## src/rtl/axi_pwm_multi_gen.sv

```systemverilog
// rtl/axi_pwm_multi_gen.sv - parametrised multi-channel PWM generator with shadowed settings
//
// Ports:
//   pwm_clk        PWM clock, rising edge
//   rstn           asynchronous active-low reset
//   enable         1 = count, 0 = hold outputs at inactive level
//   mode           0 = edge-aligned, 1 = centre-aligned
//   period         terminal count P
//   duty           per-channel duty D, channel i at [i*WIDTH +: WIDTH]
//   polarity       per-channel output inversion
//   pwm_out        registered PWM outputs
//   end_of_period  one-cycle pulse on the last pwm_out sample of each period

module axi_pwm_multi_gen #(
    parameter int          CHANNELS       = 4,
    parameter int          WIDTH          = 12,
    parameter int unsigned DEFAULT_PERIOD = 4095
) (
    input  logic                      pwm_clk,
    input  logic                      rstn,
    input  logic                      enable,
    input  logic                      mode,
    input  logic [WIDTH-1:0]          period,
    input  logic [CHANNELS*WIDTH-1:0] duty,
    input  logic [CHANNELS-1:0]       polarity,
    output logic [CHANNELS-1:0]       pwm_out,
    output logic                      end_of_period
);

    localparam logic [WIDTH-1:0] ONE = WIDTH'(1);

    logic [WIDTH-1:0]          cnt;
    logic                      dir_down;
    logic [WIDTH-1:0]          p_sh;
    logic [CHANNELS*WIDTH-1:0] d_sh;
    logic                      mode_sh;
    logic [CHANNELS-1:0]       pol_sh;
    logic [CHANNELS-1:0]       active;
    logic                      eop;
    logic                      load;

    // Last cycle of the period: the cycle whose successor has cnt == 0.
    always_comb begin
        eop = 1'b0;
        if (p_sh == '0) begin
            eop = 1'b1;
        end else if (!mode_sh) begin
            eop = (cnt == p_sh);
        end else begin
            // P == 1 in centre mode turns around at the top, so cnt==1 going up also ends it.
            eop = (cnt == ONE) && (dir_down || (p_sh == ONE));
        end
    end

    always_comb begin
        active = '0;
        for (int i = 0; i < CHANNELS; i++) begin
            active[i] = (d_sh[i*WIDTH +: WIDTH] > cnt);
        end
    end

    // Settings only change on a period boundary, or freely while stopped.
    assign load = !enable || eop;

    always_ff @(posedge pwm_clk or negedge rstn) begin
        if (!rstn) begin
            cnt           <= '0;
            dir_down      <= 1'b0;
            p_sh          <= WIDTH'(DEFAULT_PERIOD);
            d_sh          <= '0;
            mode_sh       <= 1'b0;
            pol_sh        <= '0;
            pwm_out       <= '0;
            end_of_period <= 1'b0;
        end else begin
            if (load) begin
                p_sh    <= period;
                d_sh    <= duty;
                mode_sh <= mode;
                pol_sh  <= polarity;
            end

            if (!enable) begin
                cnt           <= '0;
                dir_down      <= 1'b0;
                pwm_out       <= pol_sh;
                end_of_period <= 1'b0;
            end else begin
                // Compare uses the current shadows, so the last sample of a period
                // still reflects the old settings.
                pwm_out       <= active ^ pol_sh;
                end_of_period <= eop;

                if (eop) begin
                    cnt      <= '0;
                    dir_down <= 1'b0;
                end else if (!mode_sh) begin
                    cnt <= cnt + ONE;
                end else if (dir_down) begin
                    cnt <= cnt - ONE;
                end else if (cnt == p_sh) begin
                    cnt      <= cnt - ONE;
                    dir_down <= 1'b1;
                end else begin
                    cnt <= cnt + ONE;
                end
            end
        end
    end

endmodule

```

## config.mk

```make
export PLATFORM = sky130hd
export DESIGN_NAME = axi_pwm_multi_gen
export DESIGN_NICKNAME = d
export VERILOG_FILES = /design/src/rtl/axi_pwm_multi_gen.sv
export SDC_FILE = /design/constraint.sdc
export NUM_CORES = 1
export LEC_CHECK = 0
export BUFFER_PORTS_ARGS = -buffer_cell sky130_fd_sc_hd__buf_4
export CORE_MARGIN = 10
export CORE_UTILIZATION = 57
export CTS_CLUSTER_SIZE = 24
export DETAILED_ROUTE_END_ITERATION = 16
export PLACE_DENSITY_LB_ADDON = 0.2
export SYNTH_ARGS = -nofsm -noshare
export SYNTH_HDL_FRONTEND = slang
export SYNTH_SLANG_ARGS = --single-unit
export TNS_END_PERCENT = 30
```

## constraint.sdc

```tcl
create_clock -name pwm_clk -period 3.3 [get_ports pwm_clk]
set_input_delay 0.33 -clock pwm_clk [delete_from_list [all_inputs] [get_ports pwm_clk]]
set_output_delay 0.33 -clock pwm_clk [all_outputs]
set_load 0.005 [all_outputs]
```

==> out/metrics.yaml, run 1 <==
synth_edf_count: 0
combinationalPowerShare_pct: 18.7
setup_viol_count_final: 0
maxCapViolCount: 0
synth_top_area_share_pct: 37.8
clk_pin_slew_ps: 90
worst_pin_slew_ps: 1030
final_common_cell: "buf_4"
peakVddDrop_mv: 0.264
cts-buffers-inserted: 9
dp_worst_setup_slack_ps: 541
finalCriticalPeriod_ps: 2780
wl_met1_um: 4580
drt-initial-drc-count: 127
clock_skew_ps: 12.8
hold_path_class: "primary input to async pin"
n_fill_cell: 590
yosys_warnings: 0
cts_tree: "built"
drive_above_1_share_pct: 35.9
die_y_um: 111
avgSynthCellArea_sq_um: 12.2
synth_cells: 386
critPathMaxFanout: 20
finalMaxSlewViolations: 0
p_int_mw: 1.72
status: "finished, final reports clean"
ant_nets: 0
cts_root_buffer: "clkbuf_8"
post_cts_buffers: 0
cp_data_required_time_ps: 3540
critPathLaunchType: "register"
syn_area_sq_um: 4700
grt_pass1_wl_um: 17600
end_kind: "register"
syn-num-nets: 505
rsz0062_at_grt: "false"
post-synth-top-area-cell: "dfrtp_1"
net-switching-power_mw: 0.659
routabilityCongestion: 0.816
synth_cell_types: 39
slew_headroom_pct: 31.4
mostFrequentLayoutCells: "75 x buf_4, 71 x dfrtp_1, 60 x mux2_2"
fp.coreArea_sq_um: 8130
wl_met2_um: 5530
totalNegativeSetupSlack_ps: 0
clock_sinks: 83
wirelength_um: 10800
track_usage_pct: 17.5
highest_layer: "met4"
final-hold-violation-count: 0
worst_ep_arrival_time_ps: 3030
crit_type: "register to register"
io_buffer_count: 72
antenna_found_initial: 0
die-area_sq_um: 12300
async_flop_share_pct: 100
synth_ff_type: "dfrtp_1"
p_sw_share_pct: 27.7
met3_length_um: 531
synth.area.top_cells: "dfrtp_1 38%, mux2_2 14%, ha_1 14%"
post_cts_resized: 0
start_util_pct: 57.8
p_leak_nw: 2.56
fin_ws_ps: 519
rows: 33
clkPwrFrac_pct: 31.6
ios: 73
place_hpwl_um: 7980
drc: 0
powerDensity_nw_per_um2: 430
htreeDepth: 3
ys_ff_latch: 83
wl_per_cell_um: 18.9
clock_latency_ps: 370
die_w_um: 111
yosysSeqAreaShare_pct: 44.5
fin_nets: 582
drt-pass1-iter-count: 4
seqPwrFrac_pct: 49.8
layout-area-overhead-vs-synth_pct: 17.8
grt_pass1_vias: 3475
postCtsHoldBufs: 0
clockBufferDepth: 2
diodes: 0
grt_overflow: 0
max_freq_mhz: 360
avgViaCountPerCell: 5.66
post-route-period-util_pct: 84.3
via_count: 3244
grt_max_degree: 84
==> stage by stage <==
step | std cells | hold WS [ps] | power [mW] | util, % | instance area, sq um
after floorplan | 386 | 34.4 | 1.47 | - | 4700
after global placement | 557 | 452 | 1.62 | 65.6 | 5340
after detailed placement | 557 | 469 | 1.65 | 65.6 | 5340
after CTS | 573 | 177 | 2.40 | 68.1 | 5540
after global routing | 573 | 170 | 2.52 | 68.1 | 5540
final | 573 | 130 | 2.38 | 68.1 | 5540
==> power groups by stage <==
| stage | clock network (mW) | logic (mW) | registers, mW |
|---|---|---|---|
| 5_1_grt | 0.818 | 0.499 | 1.20 |
| 2_1_floorplan | 0 | 0.281 | 1.19 |
| 3_5_place_dp | 0 | 0.444 | 1.21 |
| 3_3_place_gp | 0 | 0.418 | 1.20 |
| 6_report | 0.752 | 0.444 | 1.18 |
| 4_1_cts | 0.764 | 0.449 | 1.19 |
==> area by class of cell <==
| cell class | count | area, sq um | area share (%) |
|---|---|---|---|
| Clock inverter | 7 | 75.1 | 1.36 |
| Tap cell | 105 | 131 | 2.37 |
| Inverter | 21 | 78.8 | 1.42 |
| Multi-Input combinational cell | 271 | 2430 | 43.9 |
| Timing Repair Buffer | 77 | 603 | 10.9 |
| Clock buffer | 9 | 124 | 2.24 |
| Sequential cell | 83 | 2090 | 37.8 |
==> routing by layer <==
layer | vias to the layer above | GRT usage (%)
met4 | 0 | 8.33
met2 | 97 | 29.2
met5 | - | 0
li1 | 1557 | -
met1 | 1576 | 20.9
met3 | 14 | 3.68
==> critical path, cell delays in order, from the launching register on <==
cell and delay [ps]:
dfrtp_1 470, or4_4 570, or3_1 340, a211o_1 270, o221a_2 150, nand2_4 260, buf_4 250, mux2_1 350
==> logic make-up (layout without fill, tap and decap cells) <==
logic type      count (synthesis)  in the layout  share of synthesized area (%)
flops                          83             83                           44.5
mux                            75             75                           17.7
simple gates                   74             74                           8.75
fa+ha+maj                      51             51                           13.6
compound gates                 44             44                           6.68
buf+inv                        32            114                           3.75
xor+xnor                       27             27                           5.03
==> synthesized netlist by cell type (all sizes together), types with 2 or more instances <==
cell	instances
a211oi	4
a21o	12
a21oi	9
and3	2
and4	2
buf	10
dfrtp	71
dfstp	12
ha	51
inv	21
mux2	66
mux2i	9
nand2	3
nand3	7
nand4	16
nor2	18
nor2b	9
nor3	7
nor4	5
o21a	4
o21ai	4
o31a	4
o41ai	4
or3	2
or4	2
xnor2	14
xor2	13
==> final timing paths <==
check | startpoint | slack [ps] | end | cells past startpoint
max | cnt[6]$_DFF_PN0_ | 520 | d_sh[15]$_DFFE_PN0P_ | 7
min | rstn | 130 | cnt[3]$_DFF_PN0_ | 1
max reg2reg | cnt[6]$_DFF_PN0_ | 520 | d_sh[15]$_DFFE_PN0P_ | 7
min reg2reg | pol_sh[1]$_DFFE_PN0P_ | 470 | pwm_out[1]$_DFF_PN0_ | 1
max in group asynchronous | rstn | 2500 | d_sh[16]$_DFFE_PN0P_ | 1
min in group pwm_clk | duty[13] | 180 | d_sh[13]$_DFFE_PN0P_ | 2
==> registers in the layout, indices dropped and copies added, names as in the netlist <==
register,count
mode_sh,1
cnt,12
pol_sh,4
d_sh,48
pwm_out,4
p_sh,12
end_of_period,1
dir_down,1
Note: power is estimated with default switching activity, not from simulation.
==> run 2, diff against run 1 <==
Settings changed: CORE_UTILIZATION 57 to 52.
Clock period 3.3 ns to 2.5 ns, I/O delays scaled along.
==> out/metrics.yaml, run 2 (synthesis results as in run 1) <==
status: "finished, final reports clean"
place_hpwl_um: 8210
rr_startpoint: "cnt[8]$_DFF_PN0_"
clockBufferDepth: 2
ant_nets: 0
routabilityCongestion: 0.856
critPathLaunchType: "register"
start_util_pct: 53.7
slew_headroom_pct: 31.9
placed_cell_area_sq_um: 5460
path_delay_family: "simple AND/OR/NAND/NOR gates"
top_register: "d_sh"
cts-buffers-inserted: 9
wl_per_cell_um: 19.0
cts_tree: "built"
grt_pass1_wl_um: 17900
p_leak_nw: 2.70
wirelength_um: 11300
crit_slowest_cell: "or4_4"
track_usage_pct: 17.0
setup_viol_count_final: 0
io_buffer_count: 72
ios: 73
post-route-util_pct: 66.4
final_common_cell: "buf_4"
die_y_um: 115
cp.buffers_inverters: 1
grt_max_degree: 83
avgViaCountPerCell: 5.66
critPathMaxFanout: 10
drive_above_1_share_pct: 39.5
drt-pass1-iter-count: 4
final-hold-violation-count: 0
rr_endpoint: "d_sh[27]$_DFFE_PN0P_"
maxCapViolCount: 0
grt_overflow: 0
drt-initial-drc-count: 189
max_freq_mhz: 406
powerDensity_nw_per_um2: 541
mostFrequentLayoutCells: "89 x buf_4, 70 x dfrtp_1, 60 x mux2_2"
totalNegativeSetupSlack_ps: 0
drc: 0
crit_type: "register to register"
cp_data_required_time_ps: 2740
fin_nets: 602
finalCriticalPeriod_ps: 2470
r2r_setup_slack_ps: 30
hold_path_class: "primary input to async pin"
design_area_sq_um: 5820
antenna_found_initial: 0
clock_latency_ps: 360
clock_sinks: 83
rows: 34
die_w_um: 115
post-route-period-util_pct: 98.6
end_kind: "register"
peakVddDrop_mv: 0.262
worst_ep_arrival_time_ps: 2710
largest_reg_flops: 48
die-area_sq_um: 13200
crit_chain: "or4_4 -> or3_4 -> a211o_1 -> o221a_4 -> nand2_8 -> clkbuf_16 -> mux2_2"
reg2reg_depth: 7
top_regs: "d_sh: 48 flops, cnt: 12 flops, p_sh: 12 flops"
via_count: 3373
finalMaxSlewViolations: 0
clock_skew_ps: 12.2
rsz0062_at_grt: "true"
clk_pin_slew_ps: 80
fp.coreArea_sq_um: 8760
slowest_delay_ps: 540
diodes: 0
htreeDepth: 3
layout-area-overhead-vs-synth_pct: 23.8
cts_root_buffer: "clkbuf_8"
worst_pin_slew_ps: 1020
grt_pass1_vias: 3618
run 2: changes by cell type in the layout (fill, tap and decap cells not counted), sizes merged:
cell / before / now
buf: 77 / 93
clkbuf: 9 / 15
inv: 23 / 19
clkinv: 1 / 2
clkinvlp: 3 / 4
run 2: final cells by class:
| type | instances | area, sq um |
|---|---|---|
| Clock buffer | 11 | 131 |
| Clock inverter | 5 | 55.1 |
| Fill cell | 694 | 2940 |
| Inverter | 21 | 86.3 |
| Multi-Input combinational cell | 271 | 2480 |
| Sequential cell | 83 | 2090 |
| Tap cell | 108 | 135 |
| Timing Repair Buffer | 97 | 843 |
run 2: power breakdown:
part | switching (mW) | internal (mW) | total, mW
Combinational | 0.270 | 0.361 | 0.630
Clock | 0.490 | 0.459 | 0.949
Sequential | 0.0888 | 1.48 | 1.57
run 2: layer usage:
metal | track usage, % | routed length [um] | vias to the layer above
li1 | - | - | 1604
met1 | 20.3 | 4700 | 1653
met2 | 29.3 | 5840 | 97
met3 | 3.65 | 615 | 19
met4 | 6.44 | 193 | 0
met5 | 0 | 0 | -
run 2: repair_timing:
action,CTS,global route
setup buffers,0,3
hold buffers,0,0
endpoints found under the setup margin,0,74
resized for setup,0,10
run 2: worst register-to-register path: cells and delay by family (launching register included):
family                 cells  cell delay, ps
AND/OR/NAND/NOR            3            1050
flip-flops                 1             380
buffers and inverters      1             190
AO/OA/AOI/OAI              2             400
multiplexers               1             330
run 2: how the worst max path moves through the flow:
stage	cells after the start	from	slack [ps]	to
after floorplan	9	cnt[6]$_DFF_PN0_	4	d_sh[11]$_DFFE_PN0P_
after global placement	7	cnt[6]$_DFF_PN0_	90	d_sh[1]$_DFFE_PN0P_
after detailed placement	7	cnt[6]$_DFF_PN0_	10	d_sh[1]$_DFFE_PN0P_
after CTS	7	cnt[6]$_DFF_PN0_	6	d_sh[22]$_DFFE_PN0P_
after global routing	10	cnt[5]$_DFF_PN0_	-10	pwm_out[3]$_DFF_PN0_
final	7	cnt[8]$_DFF_PN0_	30	d_sh[27]$_DFFE_PN0P_
run 2: through the flow:
step                hold WS (ps)  cells  setup slack (ps)  total power [mW]
finish                      64.3    596              34.7              3.15
global route                95.4    596             -10.4              3.33
CTS                         92.8    589              5.79              3.14
detailed placement           461    573              12.5              2.19
global placement             452    573              90.6              2.16
floorplan                  -45.6    386              4.33              1.94
